### config.mk
export PLATFORM = sky130hd
export DESIGN_NAME = cfs_apb_master
export DESIGN_NICKNAME = d
export VERILOG_FILES = /design/src/rtl/cfs_apb_master.sv
export SDC_FILE = /design/constraint.sdc
export NUM_CORES = 1
export LEC_CHECK = 0
export ABC_CLOCK_PERIOD_IN_PS = 2400
export BUFFER_PORTS_ARGS = -buffer_cell sky130_fd_sc_hd__clkbuf_2
export CAP_MARGIN = 40
export CORE_AREA = 2 2 94 96
export DETAILED_ROUTE_END_ITERATION = 7
export DIE_AREA = 0 0 96 98
export PLACE_DENSITY_LB_ADDON = 0.2
export SLEW_MARGIN = 20
export SYNTH_ARGS = -nofsm -noshare
export SYNTH_HDL_FRONTEND = slang
export SYNTH_SLANG_ARGS = --single-unit
### constraint.sdc
create_clock -name pclk -period 2.4 [get_ports pclk]
set_input_delay 0.36 -clock pclk [delete_from_list [all_inputs] [get_ports pclk]]
set_output_delay 0.36 -clock pclk [all_outputs]
set_load 0.1 [all_outputs]
### src/rtl/cfs_apb_master.sv
// APB3 requester: accepts one command at a time, runs SETUP/ACCESS on the bus
// and returns a single-cycle response, aborting hung transfers after a timeout.
module cfs_apb_master #(
  parameter int APB_ADDR_WIDTH    = 16,
  parameter int TIMEOUT_CYCLES    = 64,
  parameter int TIMEOUT_CNT_WIDTH = 16
) (
  input  logic                      pclk,
  input  logic                      preset,
  input  logic                      cmd_valid,
  output logic                      cmd_ready,
  input  logic [APB_ADDR_WIDTH-1:0] cmd_addr,
  input  logic                      cmd_write,
  input  logic [31:0]               cmd_wdata,
  output logic                      rsp_valid,
  output logic [31:0]               rsp_rdata,
  output logic                      rsp_slverr,
  output logic                      rsp_timeout,
  output logic                      busy,
  output logic [APB_ADDR_WIDTH-1:0] paddr,
  output logic                      pwrite,
  output logic                      psel,
  output logic                      penable,
  output logic [31:0]               pwdata,
  input  logic                      pready,
  input  logic [31:0]               prdata,
  input  logic                      pslverr
);

  typedef enum logic [1:0] {IDLE, SETUP, ACCESS} state_e;

  localparam bit TimeoutEn = (TIMEOUT_CYCLES != 0);
  localparam logic [TIMEOUT_CNT_WIDTH-1:0] CntLast =
    TimeoutEn ? TIMEOUT_CNT_WIDTH'(TIMEOUT_CYCLES - 1) : '0;

  state_e                       state_q;
  logic [TIMEOUT_CNT_WIDTH-1:0] cnt_q;
  logic [APB_ADDR_WIDTH-1:0]    paddr_q;
  logic                         pwrite_q;
  logic                         psel_q;
  logic                         penable_q;
  logic [31:0]                  pwdata_q;
  logic                         rsp_valid_q;
  logic [31:0]                  rsp_rdata_q;
  logic                         rsp_slverr_q;
  logic                         rsp_timeout_q;

  assign cmd_ready   = (state_q == IDLE) && !preset;
  assign busy        = (state_q != IDLE);
  assign paddr       = paddr_q;
  assign pwrite      = pwrite_q;
  assign psel        = psel_q;
  assign penable     = penable_q;
  assign pwdata      = pwdata_q;
  assign rsp_valid   = rsp_valid_q;
  assign rsp_rdata   = rsp_rdata_q;
  assign rsp_slverr  = rsp_slverr_q;
  assign rsp_timeout = rsp_timeout_q;

  always_ff @(posedge pclk) begin
    if (preset) begin
      state_q       <= IDLE;
      cnt_q         <= '0;
      paddr_q       <= '0;
      pwrite_q      <= 1'b0;
      psel_q        <= 1'b0;
      penable_q     <= 1'b0;
      pwdata_q      <= '0;
      rsp_valid_q   <= 1'b0;
      rsp_rdata_q   <= '0;
      rsp_slverr_q  <= 1'b0;
      rsp_timeout_q <= 1'b0;
    end else begin
      rsp_valid_q <= 1'b0;
      case (state_q)
        IDLE: begin
          if (cmd_valid && cmd_ready) begin
            state_q   <= SETUP;
            psel_q    <= 1'b1;
            penable_q <= 1'b0;
            paddr_q   <= cmd_addr;
            pwrite_q  <= cmd_write;
            pwdata_q  <= cmd_write ? cmd_wdata : 32'h0;
          end
        end
        SETUP: begin
          state_q   <= ACCESS;
          penable_q <= 1'b1;
          cnt_q     <= '0;
        end
        ACCESS: begin
          // pready takes priority over a timeout expiring in the same cycle
          if (pready) begin
            state_q       <= IDLE;
            psel_q        <= 1'b0;
            penable_q     <= 1'b0;
            rsp_valid_q   <= 1'b1;
            rsp_slverr_q  <= pslverr;
            rsp_rdata_q   <= pwrite_q ? 32'h0 : prdata;
            rsp_timeout_q <= 1'b0;
          end else if (TimeoutEn && (cnt_q == CntLast)) begin
            state_q       <= IDLE;
            psel_q        <= 1'b0;
            penable_q     <= 1'b0;
            rsp_valid_q   <= 1'b1;
            rsp_slverr_q  <= 1'b1;
            rsp_rdata_q   <= 32'h0;
            rsp_timeout_q <= 1'b1;
          end else begin
            cnt_q <= cnt_q + 1'b1;
          end
        end
        default: state_q <= IDLE;
      endcase
    end
  end

endmodule

Yosys cells after proc, flatten, opt, wreduce, memory -nomap -nowiden
Cells that the tools add are included.
{ "word_totals": {"reg_bits": 104, "latchBits": 0, "ramBits": 0, "rom_bits": 0, "input_bits": 86, "output_inout_bits": 88, "elab_cells": 58, "memories": 0} }
{ "op_classes": {"add_sub_neg": 1, "multipliers": 0, "div_mod_pow": 0, "n_lt_le_gt_ge": 0, "n_eq_ne": 7, "shifts": 0, "n_mux": 22, "bitwise_logic": 1, "reduce_logical": 16} }
{ "op_table": {"columns": ["operator", "count"], "rows": [
  ["$mux 32", 4],
  ["$mux 16", 2],
  ["$pmux 16 s2", 1],
  ["$add 16x1->16 const B", 1],
  ["$eq 16x6->1 const B", 1],
  ["$mux 1", 9],
  ["$reduce_and 3->1", 3],
  ["$reduce_bool 2->1", 4],
  ["$mux 2", 3],
  ["$pmux 2 s3", 1],
  ["$reduce_and 2->1", 3],
  ["$ne 2x2->1 const B", 2],
  ["$ne 3x3->1 const B", 1],
  ["$pmux 1 s3", 1],
  ["$reduce_bool 3->1", 1],
  ["$eq 2x1->1 const B", 1],
  ["$eq 2x2->1 const B", 1],
  ["$logic_and 1x1->1", 2],
  ["$logic_not 2->1", 1],
  ["$ne 2x1->1 const B", 1],
  ["$pmux 1 s2", 1],
  ["$reduce_or 2->1", 1],
  ["$logic_not 1->1", 1],
  ["$not 1->1", 1]
]} }

Longest topological paths before layout
{ "depth": {"depth_word": 5, "depth_mapped": 8, "ltp_nobuf": 6} }

Worst setup path before layout
No wires, ideal clock.
{ "synth_timing": {"path_kind": "register to register", "startpoint": "reg state_q[1]", "endpoint": "reg paddr_q[10], in the netlist paddr[10]", "setup_ps": 116, "arrival_time_ps": 3338, "required_ps": 2284, "path_slack_ps": -1055, "path_stages_with_launch": 9, "path_buffers": 3, "period_less_slack_ps": 3455, "path_cell_list": "dfxtp_1 > buf_6 > or2_1 > nor2_1 > nand2_1 > buf_2 > buf_2 > nand3b_1 > nand2_1"} }
{ "synth_between": {"elab_chain_len": 4} }
{ "synth_rtl": {"columns": ["element", "line_no", "rtl"], "rows": [
  ["start, declared", "36", "state_e state_q;"],
  ["start signal, assigned", "62", "state_q <= IDLE;"],
  ["start signal, assigned", "78", "state_q <= SETUP;"],
  ["start signal, assigned", "87", "state_q <= ACCESS;"],
  ["$logic_not 2->1", "48", "assign cmd_ready = (state_q == IDLE) && !preset;"],
  ["$logic_and 1x1->1", "48", null],
  ["named net cmd_ready", "11", "output logic cmd_ready,"],
  ["$logic_and 1x1->1", "77", "if (cmd_valid && cmd_ready) begin"],
  ["$reduce_and 2->1 (no line)", null, null],
  ["end signal, assigned", "81", "paddr_q <= cmd_addr;"],
  ["end, declared", "38", "logic [APB_ADDR_WIDTH-1:0] paddr_q;"]
]} }
The timed path passes the listed nets, and every way through them passes these cells.
A chain may end at the register's enable or synchronous reset.

Worst setup path after layout
{ "layout_timing": {"startpoint": "reg cnt_q[1]", "endpoint": "reg rsp_rdata_q[3], in the netlist rsp_rdata[3]"} }
{ "layout_between": {"elab_chain_len": 3} }
{ "layout_rtl": {"columns": ["element", "line_no", "rtl"], "rows": [
  ["start, declared", "37", "logic [TIMEOUT_CNT_WIDTH-1:0] cnt_q;"],
  ["start signal, assigned", "110", "cnt_q <= cnt_q + 1'b1;"],
  ["$eq 16x6->1", "101", "end else if (TimeoutEn && (cnt_q == CntLast)) begin"],
  ["$reduce_bool 2->1 (no line)", null, null],
  ["$reduce_and 2->1 (no line)", null, null],
  ["end signal, assigned", "99", "rsp_rdata_q <= pwrite_q ? 32'h0 : prdata;"],
  ["end, declared", "44", "logic [31:0] rsp_rdata_q;"]
]} }
No other way between the ends.

==> impl_metrics.env <==
export IMPL_clock_skew_ns=0.00962
export IMPL_dp_hpwl_microns=6800
export IMPL_grt_use_total_pct=20.0
export IMPL_ctsHtreeMaxLevel=3
export IMPL_p_int_mw=2.42
export IMPL_ir_worst_vdd_v=0.000450
export IMPL_max_stage_delay_ns=0.59
export IMPL_ant_nets=0
export IMPL_grt_pass1_wl_microns=15100
export IMPL_die_x_microns=96
export IMPL_seqPwrFrac_pct=50.1
export IMPL_critical_path_slowest_cell="nor2_4"
export IMPL_num_rows=34
export IMPL_setup_viol=0
export IMPL_synth_seq_area_share_pct=53.7
export IMPL_clk_path_buf_depth=2
export IMPL_wl_per_cell_microns=13.8
export IMPL_cp_top_family="simple AND/OR/NAND/NOR gates"
export IMPL_fin_cells=694
export IMPL_finalCriticalPeriod_ns=2.07
export IMPL_synth_cell_types=45
export IMPL_initialDrtViolationCount=135
export IMPL_drc_errors=0
export IMPL_crit_path_end_kind="flip-flop"
export IMPL_num_nets_final=668
export IMPL_dieHeight_microns=98
export IMPL_vias=3521
export IMPL_synthCells=418
export IMPL_powerDensity_mw_per_mm2=720
export IMPL_cp_num_buf_inv=0
export IMPL_post_cts_buffers=0
export IMPL_rsz0062_at_grt="no"
export IMPL_place_congestion=0.876
export IMPL_finalHoldViolCount=0
export IMPL_tightest_slew_ns=0.743
export IMPL_drtPass1Iterations=4
export IMPL_grt_max_degree=50
export IMPL_core_area_sq_mm=0.00847
export IMPL_cp_required_ns=2.69
export IMPL_first_global_vias=3245
export IMPL_cp_start_kind="flip-flop"
export IMPL_dieArea_sq_mm=0.00941
export IMPL_clk_pin_slew_ns=0.10
export IMPL_antenna_found_initial=0
export IMPL_crit_arrival_ns=2.36
export IMPL_syn_nets=505
export IMPL_cap_violations=0
export IMPL_clkSinkCount=104
export IMPL_ios=174
export IMPL_totalWireLength_microns=9580
export IMPL_synth_warnings=0
export IMPL_path_class="flip-flop to flip-flop"
export IMPL_outcome="complete, no violations"
export IMPL_dp_cells=678
export IMPL_syn_to_final_growth_pct=29.8
export IMPL_layout_commonest_cell="clkbuf_2"
export IMPL_switching_share_pct=33.1
export IMPL_avgSynthCellArea_sq_um=9.27
export IMPL_cts_resized=0
export IMPL_fmax_ghz=0.484
export IMPL_initial_core_util_pct=45.8
export IMPL_cp_max_fo=33
export IMPL_finalPower_mw=3.62
export IMPL_pwr_share_clk_pct=30.3
export IMPL_grt_remaining_overflow=0
export IMPL_hp_class="input port to flip-flop"
export IMPL_synth_seq_cells=104
export IMPL_worstPathCellList="ha_1 > nor3b_1 > a41oi_1 > nor2_1 > nor2_4 > a22o_1"
export IMPL_drive_gt1_share_pct=35.8
export IMPL_netlist_area_sq_mm=0.00387
export IMPL_cts_tree="yes"
export IMPL_p_sw_mw=1.20
export IMPL_clk_latency_ns=0.35
export IMPL_finalCritPeriodShare_pct=86.1
export IMPL_cts_hold_buf=0
export IMPL_place_port_buffers=173
export IMPL_antennaDiodeCount=0
export IMPL_via_per_inst=5.07
export IMPL_combPwrFrac_pct=19.6
export IMPL_p_leak_nw=2.30
export IMPL_relSlewSlack_pct=50.4
export IMPL_clock_root_buffer="clkbuf_8"
export IMPL_numCtsBuffers=9
export IMPL_final_cell_mix="clkbuf_2 (172), dfxtp_1 (104), nand2_1 (82)"
export IMPL_slew_viol_final=0
Yosys cell counts, drive strengths merged:
cell | number | area, sq um
a2111oi | 1 | 8.76
a211oi | 1 | 7.51
a21o | 1 | 7.51
a21oi | 36 | 180
a22o | 32 | 280
a31oi | 1 | 6.26
a41oi | 1 | 8.76
and2 | 1 | 6.26
and3 | 4 | 25.0
and4 | 2 | 17.5
buf | 11 | 67.6
clkbuf | 18 | 87.6
dfxtp | 104 | 2080
ha | 1 | 12.5
inv | 4 | 15.0
mux2 | 5 | 56.3
mux2i | 1 | 10.0
nand2 | 82 | 308
nand2b | 2 | 12.5
nand3 | 37 | 185
nand3b | 16 | 120
nand4 | 9 | 56.3
nor2 | 20 | 75.1
nor2b | 2 | 15.0
nor3 | 3 | 15.0
nor3b | 2 | 26.3
nor4 | 3 | 33.8
o211ai | 1 | 7.51
o21a | 1 | 7.51
o21ai | 1 | 5.00
o21ba | 1 | 10.0
o311ai | 1 | 8.76
or2 | 1 | 6.26
or2b | 1 | 8.76
or3 | 1 | 6.26
or3b | 1 | 11.3
or4 | 2 | 15.0
xor2 | 7 | 61.3
worst paths after layout:
| check | slack [ns] | endpoint | depth (start not counted) | start |
|---|---|---|---|---|
| max | 0.33 | rsp_rdata[3] | 6 | cnt_q[1] |
| min | 0.18 | paddr[2] | 3 | cmd_addr[2] |
| max reg2reg | 0.33 | rsp_rdata[3] | 6 | cnt_q[1] |
| min reg2reg | 0.45 | pwdata[6] | 2 | pwdata[6] |
worst reg2reg max path, cell delays in order, from the launching register on:
cell,delay [ns]
dfxtp_1,0.35
ha_1,0.25
nor3b_1,0.17
a41oi_1,0.27
nor2_1,0.13
nor2_4,0.59
a22o_1,0.24
layer usage:
layer,part of all wire [%],track usage [%]
met5,0,0
met4,0.93,5.49
met3,7.6,6.64
met2,47,32.1
met1,44,25.5
stage by stage:
stage                     instance area, sq um  TNS [ns]  hold slack (ns)  utilization [%]  setup slack [ns]
after floorplan                           3880         0            0.459                -            0.0177
after global placement                    4820   -0.0596            0.433             57.0          -0.00406
final                                     5030         0            0.182             59.4             0.335
after detailed placement                  4830         0            0.439             57.0             0.369
after global routing                      5030         0            0.162             59.4             0.147
after CTS                                 5030         0            0.165             59.4             0.319
logic make-up (layout without fill, tap and decap cells):
logic type,Yosys count,count (layout),share of synthesized area [%]
DFF,104,104,53.7
buffers and inverters,33,201,4.39
and+or+nand+nor,189,189,24.4
adders and majority gates,1,1,0.323
muxes,6,6,1.71
xor gates and xnor gates,7,7,1.58
AOI/OAI and AO/OA,78,78,13.9
layout make-up:
| type | instances | area, sq um |
|---|---|---|
| Clock buffer | 9 | 124 |
| Clock inverter | 7 | 78.8 |
| Timing Repair Buffer | 181 | 953 |
| Inverter | 4 | 15.0 |
| Tap cell | 108 | 135 |
| Sequential cell | 104 | 2080 |
| Fill cell | 730 | 3440 |
| Multi-Input combinational cell | 281 | 1640 |
power by group through the flow:
stage,sequential (mW),combinational [mW],clock [mW]
5_1_grt,1.82,0.743,1.20
3_3_place_gp,1.85,0.707,0
6_report,1.81,0.709,1.10
2_1_floorplan,2.23,0.172,0
3_5_place_dp,1.85,0.711,0
4_1_cts,1.81,0.712,1.14
registers in the layout, indices dropped and copies added, names as in the netlist:
name	count
cnt_q	16
paddr	16
penable	1
psel	1
pwdata	32
pwrite	1
rsp_rdata	32
rsp_slverr	1
rsp_timeout	1
rsp_valid	1
state_q	2
(Power assumes the default switching activity.)
